<file path="src/rtl/rs232_des_pkg.sv">
// Shared RS-232 definitions: FSM state encodings, frame constants and the
// clogb2 helper used to size bit-period counters.
package rs232_des_pkg;

    // Frame format: 8 data bits, LSB first, no parity, 1 stop bit.
    localparam int FRAME_DATA_BITS = 8;
    localparam int FRAME_STOP_BITS = 1;

    // Receive/transmit FSM states, shared by serializer and deserializer.
    typedef enum logic [2:0] {
        S_IDLE  = 3'd0,
        S_START = 3'd1,
        S_SHIFT = 3'd2,
        S_STOP  = 3'd3,
        S_BREAK = 3'd4
    } rs232_state_e;

    // Number of bits needed to hold values 0..value-1 (minimum 1).
    function automatic int clogb2(input int value);
        int result;
        result = 0;
        for (int v = value - 1; v > 0; v = v >> 1) begin
            result = result + 1;
        end
        if (result == 0) begin
            result = 1;
        end
        return result;
    endfunction

endpackage

</file>
<file path="src/rtl/rs232_des_if.sv">
// Downstream byte interface of the RS-232 deserializer.
//
// Handshake: rx_req (valid) rises with a new byte on rx_data and stays high,
// with rx_data stable, until the consumer returns a one-cycle rx_ack (ready);
// rx_req drops on the edge after the cycle in which rx_ack is sampled high.
// rx_ack while rx_req is low is ignored. rx_frame_err and rx_overrun are
// single-cycle status pulses. dbg_state mirrors the receive FSM state.
interface rs232_des_if;
    import rs232_des_pkg::*;

    logic [FRAME_DATA_BITS-1:0] rx_data;
    logic                       rx_req;
    logic                       rx_ack;
    logic                       rx_frame_err;
    logic                       rx_overrun;
    rs232_state_e               dbg_state;

    // Deserializer side.
    modport master (
        output rx_data,
        output rx_req,
        output rx_frame_err,
        output rx_overrun,
        output dbg_state,
        input  rx_ack
    );

    // Consumer side.
    modport slave (
        input  rx_data,
        input  rx_req,
        input  rx_frame_err,
        input  rx_overrun,
        input  dbg_state,
        output rx_ack
    );

endinterface

</file>
<file path="src/rtl/rs232_des_sync_2ff.sv">
// Single-bit two-flop synchronizer with a configurable reset value.
module rs232_des_sync_2ff #(
    parameter logic RESET_VAL = 1'b1
) (
    input  logic clk,
    input  logic rst_n,
    input  logic d,
    output logic q
);

    logic s1_q, s1_d;
    logic s2_q, s2_d;

    // Next values: each stage copies the one before it.
    always_comb begin
        s1_d = d;
        s2_d = s1_q;
    end

    // Synchronizer flops, preset to the idle line level on reset.
    always_ff @(posedge clk or negedge rst_n) begin
        if (!rst_n) begin
            s1_q <= RESET_VAL;
            s2_q <= RESET_VAL;
        end else begin
            s1_q <= s1_d;
            s2_q <= s2_d;
        end
    end

    assign q = s2_q;

endmodule

</file>
<file path="src/rtl/rs232_des.sv">
// RS-232 8N1 deserializer: samples rx at mid-bit, assembles bytes LSB first
// and offers them downstream through the req/ack interface.
module rs232_des
    import rs232_des_pkg::*;
#(
    parameter int P_CLK_FREQ_HZ = 100000000,
    parameter int P_BAUD_RATE   = 9600
) (
    input  logic          clk,
    input  logic          rst_n,
    input  logic          rx,
    rs232_des_if.master   bus
);

    localparam int BIT_CLKS  = P_CLK_FREQ_HZ / P_BAUD_RATE;
    localparam int HALF_CLKS = BIT_CLKS / 2;
    localparam int NBITS_CNT = clogb2(BIT_CLKS);

    localparam logic [NBITS_CNT-1:0] CNT_BIT_LAST  = NBITS_CNT'(BIT_CLKS - 1);
    localparam logic [NBITS_CNT-1:0] CNT_HALF_LAST = NBITS_CNT'(HALF_CLKS - 1);
    localparam logic [NBITS_CNT-1:0] CNT_ONE       = NBITS_CNT'(1);
    localparam logic [2:0]           BIT_IDX_LAST  = 3'(FRAME_DATA_BITS - 1);

    logic rx_s;

    rs232_state_e                state_q,     state_d;
    logic [NBITS_CNT-1:0]        cnt_q,       cnt_d;
    logic [2:0]                  bit_cnt_q,   bit_cnt_d;
    logic [FRAME_DATA_BITS-1:0]  shift_q,     shift_d;
    logic [FRAME_DATA_BITS-1:0]  rx_data_q,   rx_data_d;
    logic                        rx_req_q,    rx_req_d;
    logic                        frame_err_q, frame_err_d;
    logic                        overrun_q,   overrun_d;

    rs232_des_sync_2ff #(
        .RESET_VAL (1'b1)
    ) u_sync (
        .clk   (clk),
        .rst_n (rst_n),
        .d     (rx),
        .q     (rx_s)
    );

    // Next-state, datapath and handshake logic for the receive FSM.
    always_comb begin
        state_d     = state_q;
        cnt_d       = cnt_q;
        bit_cnt_d   = bit_cnt_q;
        shift_d     = shift_q;
        rx_data_d   = rx_data_q;
        frame_err_d = 1'b0;
        overrun_d   = 1'b0;

        // Ack is applied before any stop-bit acceptance in the same cycle, so
        // a byte completing alongside an ack is delivered, not dropped.
        rx_req_d = rx_req_q && !bus.rx_ack;

        case (state_q)
            S_IDLE: begin
                cnt_d     = '0;
                bit_cnt_d = '0;
                if (!rx_s) begin
                    state_d = S_START;
                end
            end

            S_START: begin
                if (cnt_q == CNT_HALF_LAST) begin
                    cnt_d = '0;
                    // A line back at mark by mid-start-bit was only a glitch.
                    if (rx_s) begin
                        state_d = S_IDLE;
                    end else begin
                        state_d = S_SHIFT;
                    end
                end else begin
                    cnt_d = cnt_q + CNT_ONE;
                end
            end

            S_SHIFT: begin
                if (cnt_q == CNT_BIT_LAST) begin
                    cnt_d     = '0;
                    shift_d   = {rx_s, shift_q[FRAME_DATA_BITS-1:1]};
                    bit_cnt_d = bit_cnt_q + 3'd1;
                    if (bit_cnt_q == BIT_IDX_LAST) begin
                        state_d = S_STOP;
                    end
                end else begin
                    cnt_d = cnt_q + CNT_ONE;
                end
            end

            S_STOP: begin
                if (cnt_q == CNT_BIT_LAST) begin
                    cnt_d = '0;
                    if (rx_s) begin
                        state_d = S_IDLE;
                        if (!rx_req_d) begin
                            rx_data_d = shift_q;
                            rx_req_d  = 1'b1;
                        end else begin
                            overrun_d = 1'b1;
                        end
                    end else begin
                        frame_err_d = 1'b1;
                        state_d     = S_BREAK;
                    end
                end else begin
                    cnt_d = cnt_q + CNT_ONE;
                end
            end

            S_BREAK: begin
                // Hold off until the line returns to mark so a long break
                // is not decoded as a run of 8'h00 bytes.
                cnt_d = '0;
                if (rx_s) begin
                    state_d = S_IDLE;
                end
            end

            default: begin
                state_d = S_IDLE;
                cnt_d   = '0;
            end
        endcase
    end

    // State and output registers; reset discards any partial frame.
    always_ff @(posedge clk or negedge rst_n) begin
        if (!rst_n) begin
            state_q     <= S_IDLE;
            cnt_q       <= '0;
            bit_cnt_q   <= '0;
            shift_q     <= '0;
            rx_data_q   <= '0;
            rx_req_q    <= 1'b0;
            frame_err_q <= 1'b0;
            overrun_q   <= 1'b0;
        end else begin
            state_q     <= state_d;
            cnt_q       <= cnt_d;
            bit_cnt_q   <= bit_cnt_d;
            shift_q     <= shift_d;
            rx_data_q   <= rx_data_d;
            rx_req_q    <= rx_req_d;
            frame_err_q <= frame_err_d;
            overrun_q   <= overrun_d;
        end
    end

    assign bus.rx_data      = rx_data_q;
    assign bus.rx_req       = rx_req_q;
    assign bus.rx_frame_err = frame_err_q;
    assign bus.rx_overrun   = overrun_q;
    assign bus.dbg_state    = state_q;

endmodule
</file>
<file path="src/flat_wrapper.sv">
// flat-port wrapper written by rule: the top's interface ports become plain ports
module rs232_des_flat import rs232_des_pkg::*;
#(
    parameter int P_CLK_FREQ_HZ = 100000000,
    parameter int P_BAUD_RATE   = 9600
)
  (clk, rst_n, rx, bus_rx_data, bus_rx_req, bus_rx_frame_err, bus_rx_overrun, bus_dbg_state, bus_rx_ack);
  rs232_des_if bus_i ();
  input  logic clk;
  input  logic rst_n;
  input  logic rx;
  output wire logic [$bits(bus_i.rx_data)-1:0] bus_rx_data;
  output wire logic [$bits(bus_i.rx_req)-1:0] bus_rx_req;
  output wire logic [$bits(bus_i.rx_frame_err)-1:0] bus_rx_frame_err;
  output wire logic [$bits(bus_i.rx_overrun)-1:0] bus_rx_overrun;
  output wire logic [$bits(bus_i.dbg_state)-1:0] bus_dbg_state;
  input wire logic [$bits(bus_i.rx_ack)-1:0] bus_rx_ack;
  assign bus_rx_data = bus_i.rx_data;
  assign bus_rx_req = bus_i.rx_req;
  assign bus_rx_frame_err = bus_i.rx_frame_err;
  assign bus_rx_overrun = bus_i.rx_overrun;
  assign bus_dbg_state = bus_i.dbg_state;
  assign bus_i.rx_ack = bus_rx_ack;
  rs232_des #(.P_CLK_FREQ_HZ(P_CLK_FREQ_HZ), .P_BAUD_RATE(P_BAUD_RATE)) u_core (.clk(clk), .rst_n(rst_n), .rx(rx), .bus(bus_i));
endmodule
</file>
<file path="config.mk">
export PLATFORM = sky130hd
export DESIGN_NAME = rs232_des_flat
export DESIGN_NICKNAME = d
export VERILOG_FILES = /design/src/rtl/rs232_des_pkg.sv /design/src/rtl/rs232_des_if.sv /design/src/rtl/rs232_des_sync_2ff.sv /design/src/rtl/rs232_des.sv /design/src/flat_wrapper.sv
export SDC_FILE = /design/constraint.sdc
export NUM_CORES = 1
export LEC_CHECK = 0
export BUFFER_PORTS_ARGS = -buffer_cell sky130_fd_sc_hd__buf_2
export CAP_MARGIN = 20
export CORE_MARGIN = 2
export CORE_UTILIZATION = 40
export DETAILED_ROUTE_END_ITERATION = 8
export PLACE_DENSITY = 0.6
export SYNTH_ARGS = -nofsm -noshare
export SYNTH_HDL_FRONTEND = slang
export SYNTH_HIERARCHICAL = 1
export SYNTH_SLANG_ARGS = --single-unit
</file>
<file path="constraint.sdc">
create_clock -name clk -period 5.7 [get_ports clk]
set_clock_uncertainty 0.05 [all_clocks]
set_input_delay 1.425 -clock clk [delete_from_list [all_inputs] [get_ports clk]]
set_output_delay 1.425 -clock clk [all_outputs]
set_load 0.1 [all_outputs]
</file>
# Word-level counts from Yosys, hierarchy flattened

Index checks and enable logic that the tools add are counted.

Add/subtract/negate cells: 2
Eq/ne operators: 13
Muxes and demuxes: 24
Bitwise gates (word level): 1
Reduce and logical (&&, ||, !) cells: 9

Operators with widths:

| cell                                                  | count |
|---|---|
| 2-to-1 mux 14 bit                                     | 2 |
| case mux 14 bit (2 select lines)                      | 1 |
| 2-to-1 mux 3 bit                                      | 8 |
| case mux 3 bit (5 select lines)                       | 1 |
| adder 14 x 1 -> 14 bit, second input constant         | 1 |
| equality test 14 x 13 -> 1 bit, second input constant | 1 |
| equality test 14 bit, second input constant           | 1 |
| 2-to-1 mux 1 bit                                      | 10 |
| inequality test 2 x 1 -> 1 bit, second input constant | 4 |
| equality test 3 x 2 -> 1 bit, second input constant   | 2 |
| equality test 3 bit, second input constant            | 2 |
| case mux 3 bit (2 select lines)                       | 1 |
| AND reduction 6 bit                                   | 1 |
| inequality test 2 bit, second input constant          | 2 |
| AND reduction 2 bit                                   | 2 |
| AND reduction 4 bit                                   | 1 |
| adder 3 x 1 -> 3 bit, second input constant           | 1 |
| equality test 3 x 1 -> 1 bit, second input constant   | 1 |
| logical NOT 3 bit                                     | 1 |
| 2-to-1 mux 2 bit                                      | 1 |
| nonzero test 2 bit                                    | 1 |
| OR reduction 2 bit                                    | 1 |
| logical AND 1 bit                                     | 1 |
| logical NOT 1 bit                                     | 1 |
| inverter 1 bit                                        | 1 |

Register bits: 41
Input port bits: 4
Output and inout port bits: 14

# Longest topological paths before layout

Gate-level depths: netlist of run 1.

Depth in word-level cells: 6
Depth in mapped cells: 6
Mapped depth without buffers: 5

# By module

Netlist of run 1, hierarchy kept.

By module, submodules not included:

| module             | times used | cells an instance | area an instance (um^2) |
|---|---|---|---|
| rs232_des          | 1          | 154               | 1,840.5 |
| rs232_des_sync_2ff | 1          | 2                 | 52.6 |

# Worst setup path after synthesis of run 1

OpenSTA, ideal clock, no wires.

Path type: register -> register
From: register u_core.state_q[2] (netlist: u_core/bus.dbg_state[2])
To: register u_core.shift_q[0]
Data arrival time: 2.529 ns
Data required time: 5.525 ns
Setup slack: 2.996 ns
Cell stages (with the launch flop): 6
Buffers on the path: 1
Path through: dfrtp_1 -> or4b_2 -> nor4_4 -> and2_4 -> buf_12 -> mux2_2

Longest elaborated chain between the ends: 2

RTL lines:

| item                                 | line             | source |
|---|---|---|
| start, declared                      | rs232_des.sv:26  | `rs232_state_e state_q, state_d;` |
| start signal, assigned               | rs232_des.sv:142 | `state_q <= state_d;` |
| equality test 3 x 2 -> 1 bit         | rs232_des.sv:58  | `case (state_q)` |
| AND reduction 2 bit (no source line) | --               |  |
| end signal, assigned                 | rs232_des.sv:145 | `shift_q <= shift_d;` |
| end, declared                        | rs232_des.sv:29  | `logic [FRAME_DATA_BITS-1:0] shift_q, shift_d;` |

Every way passes these cells.
A chain may end at the register's enable or synchronous reset.

# Worst setup path in the final report of run 1

From: register u_core.state_q[1] (netlist: u_core/bus.dbg_state[1])
To: output port bus_dbg_state[1]

RTL lines:

| item          | line               | source |
|---|---|---|
| end, declared | flat_wrapper.sv:16 | `output wire logic [$bits(bus_i.dbg_state)-1:0] bus_dbg_state;` |

No word-level cell between the ends.

==> results.cfg, run 1 <==
[synth]
synth_top_area_share_pct = 51.6
synthTopCellsByArea = dfrtp_1, mux2_2, xnor2_1
synth_ff_type = dfrtp_1
synth-async-reset-ratio_pct = 100
yosys-top-cells-count = dfrtp_1, nor2_1, mux2_2
yosysTopAreaCell = dfrtp_1
syn_area_um2 = 1890
ys_warn_count = 6
synthesis.nets = 164
synth_area_per_cell_um2 = 12.1
ys_ff_latch = 41
synth_most_common_cell = dfrtp_1
yosysUniqueCellTypes = 38
yosysSeqAreaShare_pct = 54.3
synth_cells = 156
synth_edf_count = 0

[die]
rows = 25
initial_core_util_pct = 40.9
boundaryPins = 18
die_area_um2 = 5300
core_um2 = 4630
die_w_um = 72.8
die_h_um = 72.8

[global_route]
grt_usage_pct = 13.7
grt_max_degree = 42
grt-ovfl-total = 0
grt_pass1_vias = 1212
grt_pass1_wl_um = 5570
antenna_found_initial = 0

[routing]
dr.first_iter.drc_count = 70
viasPerCell = 5.29
antenna_left = 0
drc = 0
drt-pass1-iter-count = 4
wl_per_cell_um = 14.5
drt-total-wl_um = 3350
dr_total_vias = 1222

[timing]
rsz0062_at_grt = false
finalHoldViolCount = 0
relSlewSlack_pct = 41.0
period_minus_slack_ps = 2760
setup_tns_ps = 0
worst-slew-pin-transition_ps = 885
timing.fmax_mhz = 362
slew_violations = 0
setup_viol = 0
fin_crit_sh_pct = 48.5

[placement]
dpl.hpwl_um = 2350
placement.io_buffers = 17
gp_congestion = 0.779

[power]
p_per_area_nw_per_um2 = 255
p_leak_nw = 1.00
total_power_w = 0.000543
vdd_drop_max_v = 0.0000995

[layout]
fillers = 435
drive_gt1_share_pct = 29.9
seq_area_um2 = 1030
fin_nets = 184
final_core_util_pct = 46.0
area_growth_pct = 12.6
multi_input_area_um2 = 803
diodes = 0

[min_path]
hold_class = register to register

[worst_setup_path]
cp_data_required_time_ps = 4220
path_cells = buf_2
path_class = register to primary output
path_delay_family = flip-flops
critPathLaunchType = register
critical_path_buf_inv_count = 1
crit_path_end_kind = primary output
critPathMaxFanout = 12
slowest_stage = dfrtp_1
slowest_delay_ps = 510
arrival_ps = 1290

[clock_network]
cts_resized = 0
cts_tree = done
post_cts_buffers = 0
clk_pin_slew_ps = 80
clock_sinks = 41
cts_buffers = 5
clk-insertion-delay-late_ps = 290
cts_buffer_depth = 2
htree_num_levels = 2
hold_buffers = 0
clk_root_buffer_cell = clkbuf_8

[flow_run]
maxCapViolCount = 0

[outcome]
status = finished, final reports clean
==> flip-flops by register name, indices dropped and copies added, names as in the netlist <==
register	flops
u_core/bit_cnt_q	3
u_core/bus.dbg_state	3
u_core/bus.rx_data	8
u_core/bus.rx_frame_err	1
u_core/bus.rx_overrun	1
u_core/bus.rx_req	1
u_core/cnt_q	14
u_core/shift_q	8
u_core/u_sync/q	1
u_core/u_sync/s1_q	1
==> layer usage <==
layer / share of wire [%] / GRT usage (%) / wire length [µm] / up-vias
met5: 0 / 0 / 0 / -
li1: - / - / - / 585
met3: 3.3 / 3.87 / 109 / 6
met1: 47 / 17.3 / 1590 / 611
met4: 2.6 / 6.38 / 86 / 0
met2: 47 / 21.8 / 1560 / 20
==> cells in the final DEF (no fill, tap or decap), types with 2 or more instances in the layout <==
| master | Yosys | final |
|---|---|---|
| nand2b_1 | 2 | 2 |
| dfstp_2 | 2 | 2 |
| xor2_1 | 2 | 2 |
| a21oi_1 | 2 | 2 |
| o21ai_0 | 2 | 2 |
| nand2_1 | 6 | 6 |
| nor2_1 | 19 | 19 |
| nand4b_1 | 3 | 3 |
| dfrtp_1 | 39 | 39 |
| o31ai_1 | 2 | 2 |
| inv_1 | 7 | 7 |
| mux2_2 | 16 | 16 |
| nor3_1 | 6 | 6 |
| ha_1 | 4 | 4 |
| buf_2 | 0 | 17 |
| xnor2_1 | 11 | 11 |
| nand3_1 | 7 | 7 |
| nor4_1 | 4 | 4 |
| clkbuf_8 | 0 | 6 |
==> power by group <==
| group | switching (W) | internal [W] | leakage (nW) | total, W |
|---|---|---|---|---|
| registers | 0.000000961 | 0.000292 | 0.551 | 0.000293 |
| logic | 0.00000599 | 0.000000948 | 0.395 | 0.00000694 |
| clock network | 0.000101 | 0.000142 | 0.0574 | 0.000243 |
==> final cells by class <==
| cell class | count | area share (%) |
|---|---|---|
| Clock inverter | 2 | 1.76 |
| Clock buffer | 6 | 3.88 |
| Timing Repair Buffer | 17 | 3.99 |
| Multi-Input combinational cell | 104 | 37.7 |
| Inverter | 7 | 1.23 |
| Tap cell | 54 | 3.17 |
| Sequential cell | 41 | 48.3 |
==> through the flow <==
step,hold WS [ps],setup WS (ps),cell area (µm²),cells
floorplan,295,3000,1890,156
global placement,298,3280,2010,223
detailed placement,301,3240,2010,223
CTS,313,2930,2130,231
global route,317,2860,2130,231
finish,312,2940,2130,231
==> final timing paths <==
path,startpoint,endpoint,slack (ps),cells after the start
hold / removal,u_core/u_sync/s1_q,u_core/u_sync/q,310,0
setup reg to reg,u_core/cnt_q[3],u_core/cnt_q[7],3370,4
setup / recovery,u_core/bus.dbg_state[1],bus_dbg_state[1],2940,1
hold reg to reg,u_core/u_sync/s1_q,u_core/u_sync/q,310,0
min in group asynchronous,rst_n,u_core/cnt_q[6],1210,1
max in group asynchronous,rst_n,u_core/cnt_q[3],3840,1
==> cell families after synthesis <==
logic type / Yosys count / share of synthesized area (%)
AOI/OAI and AO/OA: 9 / 4.10
xor gates and xnor gates: 13 / 6.01
adders and majority gates: 4 / 2.64
buffers and inverters: 11 / 3.24
DFF: 41 / 54.3
muxes: 17 / 10.0
and+or+nand+nor: 61 / 19.6
Power figures use the tool's default switching activity.
==> run 2, diff against run 1 <==
Settings changed: ABC_AREA from default to 1, PLACE_DENSITY 0.6 to 0.61.
Clock period 5.7 ns to 2.3 ns, I/O delays scaled along.
==> run 2 against run 1 <==
Compared with the run above:
- clock power rose by 150%
- flip-flop and latch count is the same
- worst hold slack got worse by 35 ps
- critical path type unchanged
- critical endpoint is now bus_dbg_state[2]
==> results.cfg, run 2 <==
[synth]
synth-async-reset-ratio_pct = 100
yosysSeqAreaShare_pct = 49.8
yosysUniqueCellTypes = 27
synthesis.nets = 256
syn_area_um2 = 2060
synthTopCellsByArea = dfrtp_1, nand2_1, nor2_1
synth_top_area_share_pct = 47.3
synth_area_per_cell_um2 = 8.32
ys_warn_count = 6
synth_edf_count = 0
yosysTopAreaCell = dfrtp_1
yosys-top-cells-count = nand2_1, dfrtp_1, nor2_1
ys_ff_latch = 41
synth_most_common_cell = nand2_1
synth_ff_type = dfrtp_1
synth_cells = 248

[routing]
dr.first_iter.drc_count = 82
viasPerCell = 4.69
dr_total_vias = 1600
drc = 0
wl_per_cell_um = 11.6
drt-total-wl_um = 3940
antenna_left = 0
drt-pass1-iter-count = 4

[worst_setup_path]
cp_data_required_time_ps = 1670
path_cells = buf_2
path_delay_family = buffers and inverters
critPathMaxFanout = 7
slowest_delay_ps = 470
slowest_stage = buf_2
path_class = register to primary output
arrival_ps = 1210
crit_path_end_kind = primary output
critical_path_buf_inv_count = 1
critPathLaunchType = register

[clock_network]
cts_buffer_depth = 2
clock_sinks = 41
clk_pin_slew_ps = 80
hold_buffers = 0
cts_tree = done
htree_num_levels = 2
cts_buffers = 5
post_cts_buffers = 0
cts_resized = 0
clk-insertion-delay-late_ps = 290
clk_root_buffer_cell = clkbuf_8

[placement]
placement.io_buffers = 17
place_area_um2 = 2220
detailedPlace.worstSlack_ps = 680
dpl.hpwl_um = 2870
gp_congestion = 0.805

[die]
die_h_um = 75.8
initial_core_util_pct = 40.9
die_area_um2 = 5750
rows = 26
core_um2 = 5040
die_w_um = 75.8
boundaryPins = 18

[layout]
fin_nets = 278
regMostFlops = u_core/cnt_q
fin_area_um2 = 2340
largest_register_ff_count = 14
area_growth_pct = 13.4
most-common-layout-cells = nand2_1, dfrtp_1, nor2_1
diodes = 0
layout_commonest_cell = nand2_1
final_core_util_pct = 46.4
drive_gt1_share_pct = 17.0

[global_route]
grt_pass1_vias = 1477
grt_usage_pct = 15.1
grt_max_degree = 42
grt-ovfl-total = 0
grt_pass1_wl_um = 6650
antenna_found_initial = 0

[timing]
timing.fmax_mhz = 545
finalHoldViolCount = 0
setup_tns_ps = 0
slew_violations = 0
fin_crit_sh_pct = 79.8
setup_viol = 0
relSlewSlack_pct = 64.5
fin_hold_ws_ps = 277
final.setup.worst_slack_ps = 464
rsz0062_at_grt = false
worst-slew-pin-transition_ps = 533
period_minus_slack_ps = 1840

[power]
p_per_area_nw_per_um2 = 577
p_leak_nw = 1.25
vdd_drop_max_v = 0.000199

[min_path]
hold_class = primary input to asynchronous set/reset pin

[flow_run]
maxCapViolCount = 0

[outcome]
status = finished, final reports clean
[run 2: cell types whose count changed after synthesis, moves of 3 or more]
| cell | delta |
|---|---|
| inv_1 | +16 |
| inv_2 | +3 |
| mux2_2 | -16 |
| nand2_1 | +71 |
| nand3_1 | +5 |
| nand4_1 | +12 |
| nand4b_1 | -3 |
| nor2_1 | +17 |
| nor4_1 | -4 |
| o21ai_2 | +3 |
| xnor2_1 | -10 |
| xor2_1 | +7 |
[run 2: per-stage QoR]
step | power [W] | cells
floorplan | 0.000743 | 248
global placement | 0.000763 | 333
detailed placement | 0.000763 | 333
CTS | 0.00137 | 341
global route | 0.00140 | 341
finish | 0.00135 | 341
[run 2: area by class of cell]
cell class,count,area (µm²)
clock inverters,2,37.5
inverters,26,97.6
well taps,70,87.6
fillers,504,2700
repair buffers,18,92.6
multi-input cells,178,915
flip-flops and latches,41,1030
clock buffers,6,82.6
[run 2: cell families after synthesis]
logic type	synth area share, %
buffers and inverters	5.88
AND/OR/NAND/NOR	35.2
flip-flops	49.8
XOR/XNOR	4.24
AO/OA/AOI/OAI	2.48
adder cells (fa/ha/maj)	2.42
[run 2: report_power, final]
part           switching [W]  internal [W]
registers         0.00000159      0.000723
clock network       0.000250      0.000353
logic              0.0000189    0.00000400
[run 2: path summary, 6_finish.rpt]
kind | from | end | slack (ps) | cells past startpoint
worst min-delay path | rst_n | u_core/cnt_q[11] | 280 | 2
worst min register to register | u_core/u_sync/s1_q | u_core/u_sync/q | 310 | 0
max in group asynchronous | rst_n | u_core/u_sync/q | 1520 | 2
worst max register to register | u_core/cnt_q[0] | u_core/bus.rx_data[3] | 680 | 7
worst max-delay path | u_core/bus.dbg_state[2] | bus_dbg_state[2] | 460 | 1
min in group clk | u_core/u_sync/s1_q | u_core/u_sync/q | 310 | 0
[run 2: metal layers]
| metal | GRT usage, % | up-vias | share of wire (%) |
|---|---|---|---|
| met4 | 7.02 | 0 | 2.3 |
| met3 | 3.04 | 10 | 3.5 |
| met1 | 21.4 | 738 | 52 |
| li1 | - | 823 | - |
| met5 | 0 | - | 0 |
| met2 | 22.2 | 29 | 42 |
